**src/rtl/apb_led_pwm.sv**
```systemverilog
// apb_led_pwm: APB3 slave driving a bank of PWM-dimmed LED outputs.
// Per-channel duty registers are compared against a shared PWM counter that
// advances once per prescaler tick; a global enable gates everything and an
// optional blink mode masks all LEDs on alternating groups of PWM frames.
//
// Bus handshake: a transfer is a setup cycle (PSEL & !PENABLE) followed by one
// access cycle (PSEL & PENABLE). PREADY is constant 1, so every access cycle
// completes; a write commits at the PCLK edge that ends its access cycle.
// PRDATA is combinational from PADDR whenever PSEL & !PWRITE, and PSLVERR flags
// an access-phase cycle that hits an unmapped address (unmapped writes are dropped).
module apb_led_pwm #(
    parameter int NUM_LEDS      = 24,
    parameter int PWM_BITS      = 8,
    parameter int PRESCALE_BITS = 16
) (
    input  logic                PCLK,
    input  logic                PRESET,
    input  logic                PSEL,
    input  logic                PENABLE,
    input  logic                PWRITE,
    input  logic [31:0]         PADDR,
    input  logic [31:0]         PWDATA,
    output logic [31:0]         PRDATA,
    output logic                PREADY,
    output logic                PSLVERR,
    output logic [NUM_LEDS-1:0] LED
);

    // Word indices (PADDR[7:2]) of the register map.
    localparam logic [5:0] IDX_CTRL     = 6'd0;
    localparam logic [5:0] IDX_PRESCALE = 6'd1;
    localparam logic [5:0] IDX_BLINK    = 6'd2;
    localparam logic [5:0] IDX_STATUS   = 6'd3;
    localparam logic [5:0] IDX_DUTY     = 6'd16;
    localparam logic [6:0] DUTY_END     = 7'(16 + NUM_LEDS);

    localparam logic [PRESCALE_BITS-1:0] PRESC_ONE = 1;
    localparam logic [PWM_BITS-1:0]      PWM_ONE   = 1;
    localparam logic [PWM_BITS-1:0]      PWM_LAST  = '1;

    // Programmable state
    logic                     en;
    logic                     blink_en;
    logic [PRESCALE_BITS-1:0] prescale;
    logic [15:0]              blink_reload;
    logic [PWM_BITS-1:0]      duty [NUM_LEDS];

    // Datapath counters
    logic [PRESCALE_BITS-1:0] presc_cnt;
    logic [PWM_BITS-1:0]      pwm_cnt;
    logic [15:0]              frame_cnt;
    logic [15:0]              blink_cnt;
    logic                     phase;

    // Decode
    logic [5:0]  word_idx;
    logic [5:0]  duty_off;
    logic        is_duty;
    logic        rd_hit;
    logic        wr_hit;
    logic [31:0] rd_data;
    logic        unmapped;
    logic        access;
    logic        wr_en;
    logic        presc_wr;
    logic        blink_wr;
    logic        ctrl_wr;
    logic        tick;
    logic        frame_end;

    assign word_idx = PADDR[7:2];
    assign duty_off = word_idx - IDX_DUTY;
    assign is_duty  = ({1'b0, word_idx} >= 7'd16) && ({1'b0, word_idx} < DUTY_END);

    // Read mux: zero for anything unmapped.
    always_comb begin
        rd_data = '0;
        rd_hit  = 1'b0;
        case (word_idx)
            IDX_CTRL: begin
                rd_data = {30'd0, blink_en, en};
                rd_hit  = 1'b1;
            end
            IDX_PRESCALE: begin
                rd_data = 32'(prescale);
                rd_hit  = 1'b1;
            end
            IDX_BLINK: begin
                rd_data = {16'd0, blink_reload};
                rd_hit  = 1'b1;
            end
            IDX_STATUS: begin
                rd_data = {15'd0, phase, frame_cnt};
                rd_hit  = 1'b1;
            end
            default: ;
        endcase
        for (int i = 0; i < NUM_LEDS; i++) begin
            if (is_duty && (duty_off == 6'(i))) begin
                rd_data = 32'(duty[i]);
                rd_hit  = 1'b1;
            end
        end
    end

    // STATUS is read-only, so it is not a write target.
    assign wr_hit   = (word_idx == IDX_CTRL) || (word_idx == IDX_PRESCALE) ||
                      (word_idx == IDX_BLINK) || is_duty;
    assign unmapped = PWRITE ? !wr_hit : !rd_hit;
    assign access   = PSEL && PENABLE;
    assign wr_en    = access && PWRITE && wr_hit;
    assign ctrl_wr  = wr_en && (word_idx == IDX_CTRL);
    assign presc_wr = wr_en && (word_idx == IDX_PRESCALE);
    assign blink_wr = wr_en && (word_idx == IDX_BLINK);

    assign PRDATA  = (PSEL && !PWRITE) ? rd_data : 32'd0;
    assign PREADY  = 1'b1;
    assign PSLVERR = access && unmapped;

    assign tick      = en && (presc_cnt == prescale);
    assign frame_end = tick && (pwm_cnt == PWM_LAST);

    // Register file writes; reset wins over a same-cycle bus access.
    always_ff @(posedge PCLK) begin
        if (PRESET) begin
            en           <= 1'b0;
            blink_en     <= 1'b0;
            prescale     <= '0;
            blink_reload <= '0;
            for (int i = 0; i < NUM_LEDS; i++) begin
                duty[i] <= '0;
            end
        end else begin
            if (ctrl_wr) begin
                en       <= PWDATA[0];
                blink_en <= PWDATA[1];
            end
            if (presc_wr) begin
                prescale <= PWDATA[PRESCALE_BITS-1:0];
            end
            if (blink_wr) begin
                blink_reload <= PWDATA[15:0];
            end
            for (int i = 0; i < NUM_LEDS; i++) begin
                if (wr_en && is_duty && (duty_off == 6'(i))) begin
                    duty[i] <= PWDATA[PWM_BITS-1:0];
                end
            end
        end
    end

    // Prescaler, PWM and frame counters; a PRESCALE write restarts the
    // prescaler but a tick landing on that edge still advances the PWM counter.
    always_ff @(posedge PCLK) begin
        if (PRESET || !en) begin
            presc_cnt <= '0;
            pwm_cnt   <= '0;
            frame_cnt <= '0;
        end else begin
            if (presc_wr || tick) begin
                presc_cnt <= '0;
            end else begin
                presc_cnt <= presc_cnt + PRESC_ONE;
            end
            if (tick) begin
                pwm_cnt <= pwm_cnt + PWM_ONE;
            end
            if (frame_end) begin
                frame_cnt <= frame_cnt + 16'd1;
            end
        end
    end

    // Blink phase: toggles after every BLINK+1 frame ends. A BLINK write
    // restarts the frame count; a toggle due on that same edge still happens.
    always_ff @(posedge PCLK) begin
        if (PRESET || !en || !blink_en) begin
            blink_cnt <= '0;
            phase     <= 1'b1;
        end else begin
            if (frame_end && (blink_cnt == blink_reload)) begin
                phase <= ~phase;
            end
            if (blink_wr) begin
                blink_cnt <= '0;
            end else if (frame_end) begin
                blink_cnt <= (blink_cnt == blink_reload) ? 16'd0 : blink_cnt + 16'd1;
            end
        end
    end

    // Registered LED compare, one clock behind the PWM counter.
    always_ff @(posedge PCLK) begin
        if (PRESET || !en) begin
            LED <= '0;
        end else begin
            for (int i = 0; i < NUM_LEDS; i++) begin
                LED[i] <= (duty[i] > pwm_cnt) && (!blink_en || phase);
            end
        end
    end

endmodule

```
**config.mk**
```make
export PLATFORM = sky130hd
export DESIGN_NAME = apb_led_pwm
export DESIGN_NICKNAME = d
export VERILOG_FILES = /design/src/rtl/apb_led_pwm.sv
export SDC_FILE = /design/constraint.sdc
export NUM_CORES = 1
export LEC_CHECK = 0
export ABC_AREA = 1
export BUFFER_PORTS_ARGS = -buffer_cell sky130_fd_sc_hd__buf_4
export CAP_MARGIN = 10
export CORE_AREA = 3 3 193 177
export DETAILED_ROUTE_END_ITERATION = 12
export DIE_AREA = 0 0 196 180
export GPL_TIMING_DRIVEN = 0
export PLACE_DENSITY_LB_ADDON = 0.08
export RECOVER_POWER = 100
export REMOVE_ABC_BUFFERS = 1
export SLEW_MARGIN = 25
export SYNTH_ARGS = -nofsm -noshare
export SYNTH_HDL_FRONTEND = slang
export SYNTH_SLANG_ARGS = --single-unit
```
**constraint.sdc**
```tcl
create_clock -name PCLK -period 2.4 [get_ports PCLK]
set_input_delay 0.24 -clock PCLK [delete_from_list [all_inputs] [get_ports PCLK]]
set_output_delay 0.24 -clock PCLK [all_outputs]
set_load 0.02 [all_outputs]
```
# Yosys cells after proc, flatten, opt, wreduce, memory -nomap -nowiden
# Memory sizes are Yosys's and may differ from the RTL's.
# Index checks and enable logic that the tools add are counted.
# totals
regBits	115
ram_bits	192
input_bits	69
out_inout_bits	58
elab_cells	349
memories	1
# mem_list
memory	words	width	read_ports	rd_clocked_by_memory_dff	write_ports	line_no	source
duty	24	8	24	0	24	46	logic [PWM_BITS-1:0] duty [NUM_LEDS];
# op_classes
n_addsub	5
magnitude_cmp	26
eq_ne	29
muxes	151
bitwise	25
n_reduce_logical	102
# ops
cell	count
$mux W32	25
$gt A8 B8 Y1	24
$mux W8	24
$mux W1	100
$logic_and A1 B1 Y1	85
$pmux W17 S4	1
$add A16 B1 Y16 const B	3
$eq A6 B4 Y1 const B	8
$eq A6 B5 Y1 const B	8
$eq A16 B16 Y1	2
$eq A6 B2 Y1 const B	4
$eq A6 B3 Y1 const B	4
$or A1 B1 Y1	24
$mux W16	1
$eq A6 B1 Y1 const B	2
$logic_not A6 Y1	2
$add A8 B1 Y8 const B	1
$eq A8 B8 Y1 const B	1
$logic_or A1 B1 Y1	7
$ge A6 B5 Y1 const B	1
$lt A6 B6 Y1 const B	1
$sub A6 B5 Y6 const B	1
$logic_not A1 Y1	5
$reduce_or A2 Y1	2
2 further kinds	2

# Depth between registers and ports, before layout
# Gate-level depths: netlist of run 1.
# logic_depth
depth_word	30
depth_mapped	23

# Worst setup path after synthesis of run 1
# No wires, ideal clock.
# synth_path
path_kind	register to register
start	register pwm_cnt[0]
end	register blink_cnt[13]
setup_time_ps	118
arrival_ps	2527
setup_slack_ps	-246
path_stages_with_launch	13
period_less_slack_ps	2646
cell_sequence	dfxtp_1 ha_1 inv_1 nor4_1 nand4_4 nor3_4 nand3_2 nor2_4 nand2_4 nor2_4 nand2_1 nor2_1 nor3_2
# synth_via
elab_chain_cells	2
# synth_rtl
element	line_no	source
from (decl)	50	logic [PWM_BITS-1:0] pwm_cnt;
from (signal assigned)	166	pwm_cnt <= pwm_cnt + PWM_ONE;
$eq A8 B8 Y1	121	assign frame_end = tick && (pwm_cnt == PWM_LAST);
$logic_and A1 B1 Y1	121	
to (signal assigned)	187	blink_cnt <= (blink_cnt == blink_reload) ? 16'd0 : blink_cnt + 16'd1;
to (decl)	52	logic [15:0] blink_cnt;
# No other way between the ends.
# A chain may end at the register's enable or synchronous reset.

==> impl.org, run 1 <==
** Job
- Across the run, the number of max-cap violations was 0.

** Clock network
- The number of clock buffers added by TritonCTS is 36.
- H-tree depth :: 2
- # clock sinks :: between 300 and 400
- The longest clock path from root to sink contains 3 buffers.
- In this run the clock root is driven by a clkbuf_16.
- Clock latency on the worst-skew pair :: roughly 0.53 ns
- Clock-pin slew was measured on the worst setup and hold paths at about 0.060 ns.
- TritonCTS clock tree :: built

** Yosys
- By area the synthesized netlist is led by edfxtp_1 (32%), ha_1 (14%), dfxtp_1 (13%).
- Most common cell in the netlist :: nand2_1
- Sequential cells were found to cover 44.8% of the synthesized design area.
- Share of flip-flops with an asynchronous set or reset :: 0%
- Synth Register Bits :: a little over 300
- Cell taking the most area after synthesis :: edfxtp_1
- After synthesis the cells add up to 0.0180 mm2.
- Synthesis instantiated a little over 50 different standard cells from the library.
- After technology mapping, the gate count stands at around 2,100.
- Most common library cells after synthesis :: nand2_1 (380), nor2_1 (307), inv_1 (237), ha_1 (196), edfxtp_1 (192)
- Number of warnings printed during yosys synthesis :: 0
- The most used flip-flop cell after synthesis is edfxtp_1.
- Synthesized area per cell :: approximately 8.6 um2
- Count of flip-flops with a built-in enable after synthesis :: between 150 and 200
- In this run the biggest area consumer among cell types represents 32.0% of the synthesized area.

** Layout
- P&R area growth vs syn :: 18.8%
- Layout Nets :: between 2,000 and 3,000
- After the flow finishes, the layout carries non-filler instances totaling approximately 2,700.
- Antenna diodes :: 0
- Fraction of layout instances using a drive strength above 1 :: a little under a fifth

** Status
- Result of the run :: complete, but fails checks
- Violations in the final reports :: negative setup slack

** STA
- Final period util :: 128%
- At the pin with the least slew margin, the transition time is between 1 and 1.5 ns.
- Maximum frequency from static timing analysis :: 324 MHz
- Setup violations remaining at the end of the flow were counted as roughly 120.
- Final setup skew :: 0.0135 ns
- Number of hold-slack violations in the final timing report :: 0
- Worst setup slack after layout :: -0.682 ns
- Max Transition Viols Final :: 0
- On the final layout, the worst hold slack is approximately 0.011 ns.
- Min Tclk post-route :: a little over 3 ns
- Unrepaired setup endpoints after global routing :: true
- Measured against its own limit, the worst slew margin works out to approximately a fifth.

** Setup path
- Critical path class :: flip-flop to output port
- Among the stages of the critical path, the cell type that occurs most often is nand2_2.
- STA classifies the critical path endpoint as an output port.
- Critical Path Start Type :: flip-flop
- Required time of the critical path :: 2.16 ns
- For this run, the slowest stage of the critical path takes slightly above 0.4 ns.
- Traced cell by cell, the critical path runs through a21oi_2 -> nand4_1 -> o21ai_2 -> nand3b_1 -> nand2_1 -> nand2_2 -> nand2_2 -> nand2_2 -> nand2_2 -> nand2_2 -> nand2_2 -> nand3_2 -> nand2_2 -> nand3_2 -> nand2_2 -> nand4_1 -> nand2_2 -> inv_2 -> buf_6.
- STA puts the critical path data arrival time at 2.84 ns.
- Slowest CP cell :: edfxtp_1
- Largest driver fanout on the critical path :: 2

** GRT
- Total track usage :: approximately 30%
- Vias in the first global route :: around 15,000
- Initial antenna violation count :: 0
- Leftover overflow at the end of global routing :: 0
- The first global-routing pass estimated 82,500 um of wire.
- Entering global routing, the biggest net connects around 50 pins.

** Power and ir drop
- Worst voltage drop across the vdd grid :: around 830 uV
- Power spread over the standard cell area amounts to just under 600 mW/mm2.
- Summed over all cells, the static leakage comes to roughly 0.0086 uW.

** Die
- Chip Width :: 196 um
- Pin placement for this block handled around 130 I/O pins.
- The die is about 180 um tall.
- The core region is around 0.032 mm2.
- Initial core utilization :: between 50% and 60%
- In this run the core area contains 63 standard-cell rows.
- Die Area :: between 0.03 and 0.04 mm2

** Routing
- Number of iterations in the first detailed-routing pass :: 5
- In the final routed layout, each cell accounts on average for approximately 20 um.
- Count of antenna-violating nets left after detailed routing :: 0
- Drt via density :: just under 6
- Initial DRC count :: around 1,300
- For this block, the via count after detailed routing is ~16,000.
- For this block, the routed nets add up to between 50,000 and 60,000 um of wire.
- Residual DRC :: 0

** Place
- Number of placed instances with taps included :: between 2,000 and 3,000
- Routability-driven placement finished with a final weighted congestion of about 0.9.
- Summed over all nets, the half-perimeter wirelength after detailed placement is ~37,000 um.
- Buffers placed on the I/O ports in this run total 68.

** Hold path
- Min-delay worst type :: input pin to flip-flop
## timing repair
action	4_1_cts	5_1_grt
endpoints found under the hold margin	3	0
pin swaps	45	69
endpoints found under the setup margin	78	132
hold buffers	3	0
setup buffers	25	37
gates resized for setup	134	128
## sequential cells by signal (all words and copies together) (netlist names)
| name | flops |
|---|---|
| blink_en | 1 |
| prescale | 16 |
| presc_cnt | 16 |
| duty | 192 |
| phase | 1 |
| pwm_cnt | 8 |
| blink_cnt | 16 |
| blink_reload | 16 |
| en | 1 |
| frame_cnt | 16 |
| LED | 24 |
## final timing paths
| kind | cells after the start | startpoint | endpoint | slack (ns) |
|---|---|---|---|---|
| min | 3 | PWDATA[10] | blink_reload[10] | 0.01 |
| max reg2reg | 17 | prescale[1] | frame_cnt[15] | -0.35 |
| max | 19 | duty[0][3] | PRDATA[3] | -0.68 |
| min reg2reg | 2 | prescale[0] | prescale[0] | 0.48 |
## cells by family after synthesis
| logic type | after synthesis | share of synthesized area, % |
|---|---|---|
| other cells | 2 | 0.0417 |
| flops | 307 | 44.8 |
| simple gates | 896 | 21.7 |
| xor+xnor | 12 | 0.584 |
| buf+inv | 297 | 6.56 |
| compound gates | 389 | 12.7 |
| fa+ha+maj | 196 | 13.6 |
## metal layers
layer	track usage [%]	wire length, um
met1	41.5	22700
met2	48.1	24900
met3	4.31	4860
met4	10.3	1920
met5	0	0
## cells in the final DEF, fill, tap and decap left out, types with 36 or more instances in the layout
cell,instances
ha_1,196
nor2_1,280
a21oi_1,167
buf_4,94
dfxtp_1,95
edfxtp_1,192
nand2_1,323
nand3_1,36
clkbuf_16,37
inv_1,201
nand2_2,47
o21ai_0,72
nand4_1,60
## report_power, final
group	total [uW]	leakage [uW]	internal (uW)	switching [uW]
sequential	5920	0.00277	5800	128
combinational	1060	0.00528	351	708
clock	5400	0.000571	3180	2220
total	12400	0.00862	9330	3060
## through the flow
stage / cell area, um2 / setup TNS (ns) / total power (uW) / utilization (%) / setup slack (ns)
5_1_grt: 21400 / -36.90 / 12800 / 65.8 / -0.797
3_5_place_dp: 19100 / -107.23 / 6990 / 58.8 / -1.28
2_1_floorplan: 17800 / -3.02 / 6590 / - / -0.327
4_1_cts: 20900 / -9.91 / 12400 / 64.3 / -0.717
6_report: 21400 / -15.88 / 12400 / 65.8 / -0.682
3_3_place_gp: 18800 / -739.41 / 6930 / 58.0 / -2.05
## cell type report
| cell class | count | area, um2 |
|---|---|---|
| Clock inverter | 19 | 148 |
| Sequential cell | 307 | 8110 |
| Multi-Input combinational cell | 1509 | 9540 |
| Tap cell | 422 | 528 |
| Timing Repair Buffer | 143 | 1130 |
| Inverter | 243 | 933 |
| Clock buffer | 45 | 1010 |
| Fill cell | 2688 | 11100 |
## critical path: cells and delay by family, from the launching register on
family | cells | cell delay, ns
compound gates | 2 | 0.31
buf+inv | 2 | 0.16
flops | 1 | 0.41
simple gates | 15 | 1.43
Note: power is estimated with default switching activity, not from simulation.
==> run 2, diff against run 1 <==
CORE_AREA = 3 3 184 186   (was 3 3 193 177)
DIE_AREA = 0 0 187 189   (was 0 0 196 180)
==> run 2 against run 1 <==
Effect of this change: the flow still finishes with violations (negative setup slack); critical endpoint is now PRDATA[2]; highest routed layer unchanged; clock power is 3% higher; critical path depth up 3; largest cell class unchanged; sequential cell count unchanged; total power increased by 1.2%; global-route usage down 0.095 points; wire length increased by 0.54%.
==> impl.org, run 2 (synthesis gave the netlist of run 1 again) <==
** STA
- The final critical delay including setup and external delays is 3.02 ns (was 3.08 ns).
- Unrepaired setup endpoints after global routing :: true (unchanged)
- Count of endpoints failing setup in the final report :: 115 (was 117)
- Final setup skew :: 0.0181 ns (was 0.0135 ns)
- Number of hold-slack violations in the final timing report :: 0 (unchanged)
- The pin slew with the least headroom to its limit came to 1.27 ns (was 1.22 ns).
- The final hold slack came to 0.00890 ns (was 0.0110 ns).
- The setup slack after layout is -0.617 ns (was -0.682 ns).
- The number of pins with negative max-slew slack in the final report came to 0 (unchanged).
- Post-Route Setup TNS :: -24.81 ns (was -15.88 ns)
- Maximum frequency from static timing analysis :: 331 MHz (was 324 MHz)
- The worst max-slew margin expressed relative to the limit is 15.1% (was 18.7%).
- The final critical-path share of the clock period came to 126% (was 128%).

** Clock network
- The number of buffers inserted during clock tree synthesis came to 36 (unchanged).
- TritonCTS clock tree :: built (unchanged)
- The count of clock tree sinks came to 307 (unchanged).
- The clock-pin slew reported for the worst setup and hold paths after clock tree synthesis came to 0.06 ns (about the same).
- CTS root buf :: clkbuf_16 (unchanged)
- The number of levels in the clock H-tree is 2 (unchanged).
- The insertion delay of the later-clocked pin in the worst-skew pair is 0.53 ns (about the same).
- The maximum clock path buffer count is 3 (unchanged).

** Routing
- Drt via density :: 5.86 (was 5.91)
- Count of antenna-violating nets left after detailed routing :: 0 (unchanged)
- The iteration count of the initial detailed-routing pass came to 6 (was 5).
- The routed length per instance is 20.0 um (was 20.2 um).
- Initial DRC count :: 1,449 (was 1,321)
- The sum of routed wire length over all layers is 54,700 um (was 54,400 um).
- Residual DRC :: 0 (unchanged)
- The via count is 16,000 (was 15,900).

** Layout
- The number of flip-flops in the largest register is 192 (unchanged).
- Most common cell after layout, fill and taps aside :: nand2_1 (unchanged)
- Register with the highest flop count :: duty (unchanged)
- The final cell count without fillers was 2,730 (was 2,688).
- Regs by FF count: duty (192), LED (24) (unchanged).
- The layout-stage area growth over the synthesis result was 20.6% (was 18.8%).
- Antenna diodes :: 0 (unchanged)
- Fraction of layout instances using a drive strength above 1 :: 20.2% (was 18.6%)
- Highest-count cells in the layout ignoring fill and taps :: nand2_1 (312), nor2_1 (276), inv_1 (205) (was nand2_1 (323), nor2_1 (280), inv_1 (201))
- Layout Nets :: 2,525 (was 2,505)

** Power and ir drop
- The maximum ir drop on the vdd rail is 628 uV (was 834 uV).
- Switching share of power :: 24.1% (was 24.7%)
- Leakage :: 0.00866 uW (was 0.00862 uW)
- The relative contribution of sequential cells to total power is 47.3% (was 47.8%).
- Sw power :: 3020 uW (was 3060 uW)
- Clk network pwr share :: 44.3% (was 43.6%)
- The cell-internal power was 9510 uW (was 9330 uW).
- The combinational cell fraction of total power is 8.3% (was 8.5%).
- The power density of the placed cells came to 577 mW/mm2 (was 579 mW/mm2).

** Setup path
- Register-to-Register Path Depth :: 19 (was 17)
- Critical register-to-register path startpoint :: prescale[7] (was prescale[1])
- Worst-path cell chain: buf_4 -> clkinvlp_4 -> nand2_4 -> nor2_4 -> buf_4 -> a21oi_2 -> o2111ai_1 -> o21ai_1 -> nand2_1 -> nand2_1 -> nand2_2 -> o21ai_2 -> nand2_1 -> nand2_1 -> nand4_1 -> nand2_1 -> nand2_1 -> nand2_2 -> nand4_1 -> nor2_1 -> nor2_1 -> buf_4 (was a21oi_2 -> nand4_1 -> o21ai_2 -> nand3b_1 -> nand2_1 -> nand2_2 -> nand2_2 -> nand2_2 -> nand2_2 -> nand2_2 -> nand2_2 -> nand3_2 -> nand2_2 -> nand3_2 -> nand2_2 -> nand4_1 -> nand2_2 -> inv_2 -> buf_6).
- The dominant cell type by count on the critical path was nand2_1 (was nand2_2).
- Critical Path Start Type :: input pin (was flip-flop)
- The kind of end point of the critical path is an output port (unchanged).
- Largest driver fanout on the critical path :: 5 (was 2)
- Critical path class :: input pin to output port (was flip-flop to output port)
- The arrival time reported for the critical path endpoint was 2.78 ns (was 2.84 ns).
- The kind of cell with the highest combined delay on the critical path was simple AND/OR/NAND/NOR gates (unchanged).
- Critical path buffer and inverter count :: 4 (was 2)
- The standard cell with the maximum stage delay on the critical path was clkinvlp_4 (was edfxtp_1).
- Largest incremental delay on the critical path :: 0.18 ns (was 0.41 ns)
- R2R Setup Slk :: -0.52 ns (was -0.35 ns)
- R2r endpoint :: blink_cnt[14] (was frame_cnt[15])
- The required time at the worst-slack endpoint was 2.16 ns (about the same).

** Place
- I/O Buffers :: 68 (unchanged)
- Routability congestion estimate :: 0.915 (was 0.910)
- Post-DP HPWL :: 37,300 um (was 37,000 um)
- The number of cells in the design after placement came to 2,580 (was 2,559).
- The setup slack after placement is -1.25 ns (was -1.28 ns).

** GRT
- The leftover overflow at the end of global routing is 0 (unchanged).
- Pin count of the biggest net entering global routing :: 37 (was 51)
- The met2 demand-to-capacity share in global routing is 50.1% (was 48.1%).
- The total global-route track usage is 29.7% (was 29.8%).
- The met3 track demand over resource is 4.37% (was 4.31%).
- GR Util met1 :: 38.9% (was 41.5%)
- The global-route wire length before repair came to 82,400 um (was 82,500 um).
- The initial antenna violation count came to 0 (unchanged).
- The via count of the first global-routing pass came to 15,400 (was 15,000).
- The most crowded layer after global routing is met2 (unchanged).

** Hold path
- Min-delay worst type :: input pin to flip-flop (unchanged)
- Hold Crit Start :: PWDATA[12] (was PWDATA[10])
- Worst hold path cell count :: 3 (unchanged)
- The worst hold path endpoint was blink_reload[12] (was blink_reload[10]).

** Die
- The die height was 189 um (was 180 um).
- The area enclosed by the die boundary was 0.0353 mm2 (about the same).
- Total number of placement rows :: 66 (was 63)
- The horizontal die dimension is 187 um (was 196 um).
- Initial core utilization :: 55.5% (was 55.4%)
- The number of I/O pins is 127 (unchanged).
- Area inside the core boundary :: 0.0325 mm2 (about the same)

** Status
- Violations in the final reports: negative setup slack (unchanged).
- Result of the run: complete, but fails checks (unchanged).

** Job
- The max-capacitance violation count was 0 (unchanged).
==> run 2: cell types whose count changed in the layout (fill, tap and decap cells not counted), sizes merged <==
cell / previous run / this run
inv: 237 / 239
clkinvlp: 5 / 4
clkinv: 18 / 8
buf: 110 / 125
clkbuf: 75 / 92
dlygate4sd3: 3 / 1
bufinv: 2 / 3
==> run 2: area by class of cell <==
type	instances	area [um2]
fill	2568	10800
tap	442	553
inverter	243	928
clock inverter	10	131
timing repair buffer	162	1320
multi-input combinational	1509	9600
timing repair inverter	1	7.51
clock buffer	56	1060
sequential	307	8100
==> run 2: per-layer routing <==
| layer | vias to the layer above | share of wire [%] | wire length [um] |
|---|---|---|---|
| li1 | 7578 | - | - |
| met1 | 7602 | 41 | 22500 |
| met2 | 684 | 48 | 26100 |
| met3 | 137 | 7.9 | 4310 |
| met4 | 0 | 3.3 | 1830 |
| met5 | - | 0 | 0 |
==> run 2: what timing repair did <==
item                                    4_1_cts  5_1_grt
hold buffers                                  1        0
endpoints found under the setup margin       83       61
buffers inserted                             46       38
pin swaps                                    74       82
cloned                                        1        0
hold endpoints to repair                      1        0
gates resized for setup                     176      127
==> run 2: worst max-delay path by stage <==
stage,startpoint,endpoint,slack (ns),depth (start not counted)
floorplan,pwm_cnt[0],frame_cnt[15],-0.33,12
global placement,en,LED[0],-1.99,4
detailed placement,PADDR[4],PRDATA[0],-1.25,21
CTS,duty[0][2],PRDATA[2],-0.57,17
global route,PADDR[7],PRDATA[4],-0.73,14
finish,PADDR[5],PRDATA[2],-0.62,22
==> run 2: worst reg2reg max path, cell delays in order, from the launching register on <==
cell	delay, ns
dfxtp_2	0.31
inv_2	0.07
buf_6	0.09
buf_6	0.08
buf_6	0.08
buf_6	0.11
or2_0	0.17
nand4_2	0.15
nor4_4	0.22
nand3_1	0.24
inv_4	0.13
nand4_4	0.18
buf_6	0.20
nor2_4	0.11
nand4_1	0.14
nor2_2	0.18
nand2_2	0.09
o21ai_2	0.11
nand2_1	0.05
a31oi_1	0.12
==> run 2: metrics by stage <==
stage                     utilization, %  instance area (um2)  power (uW)
after floorplan                        -                17800        6590
after global placement              58.1                18800        6930
after detailed placement            59.1                19200        6980
after CTS                           65.5                21300       12500
after global routing                66.9                21700       12900
final                               66.9                21700       12500
==> run 2: power groups by stage <==
stage               sequential, uW  clock [uW]  combinational [uW]
floorplan                     5980           0                 612
global placement              6030           0                 895
detailed placement            6040           0                 946
CTS                           5930        5590                1020
global route                  5940        5820                1160
finish                        5930        5550                1050
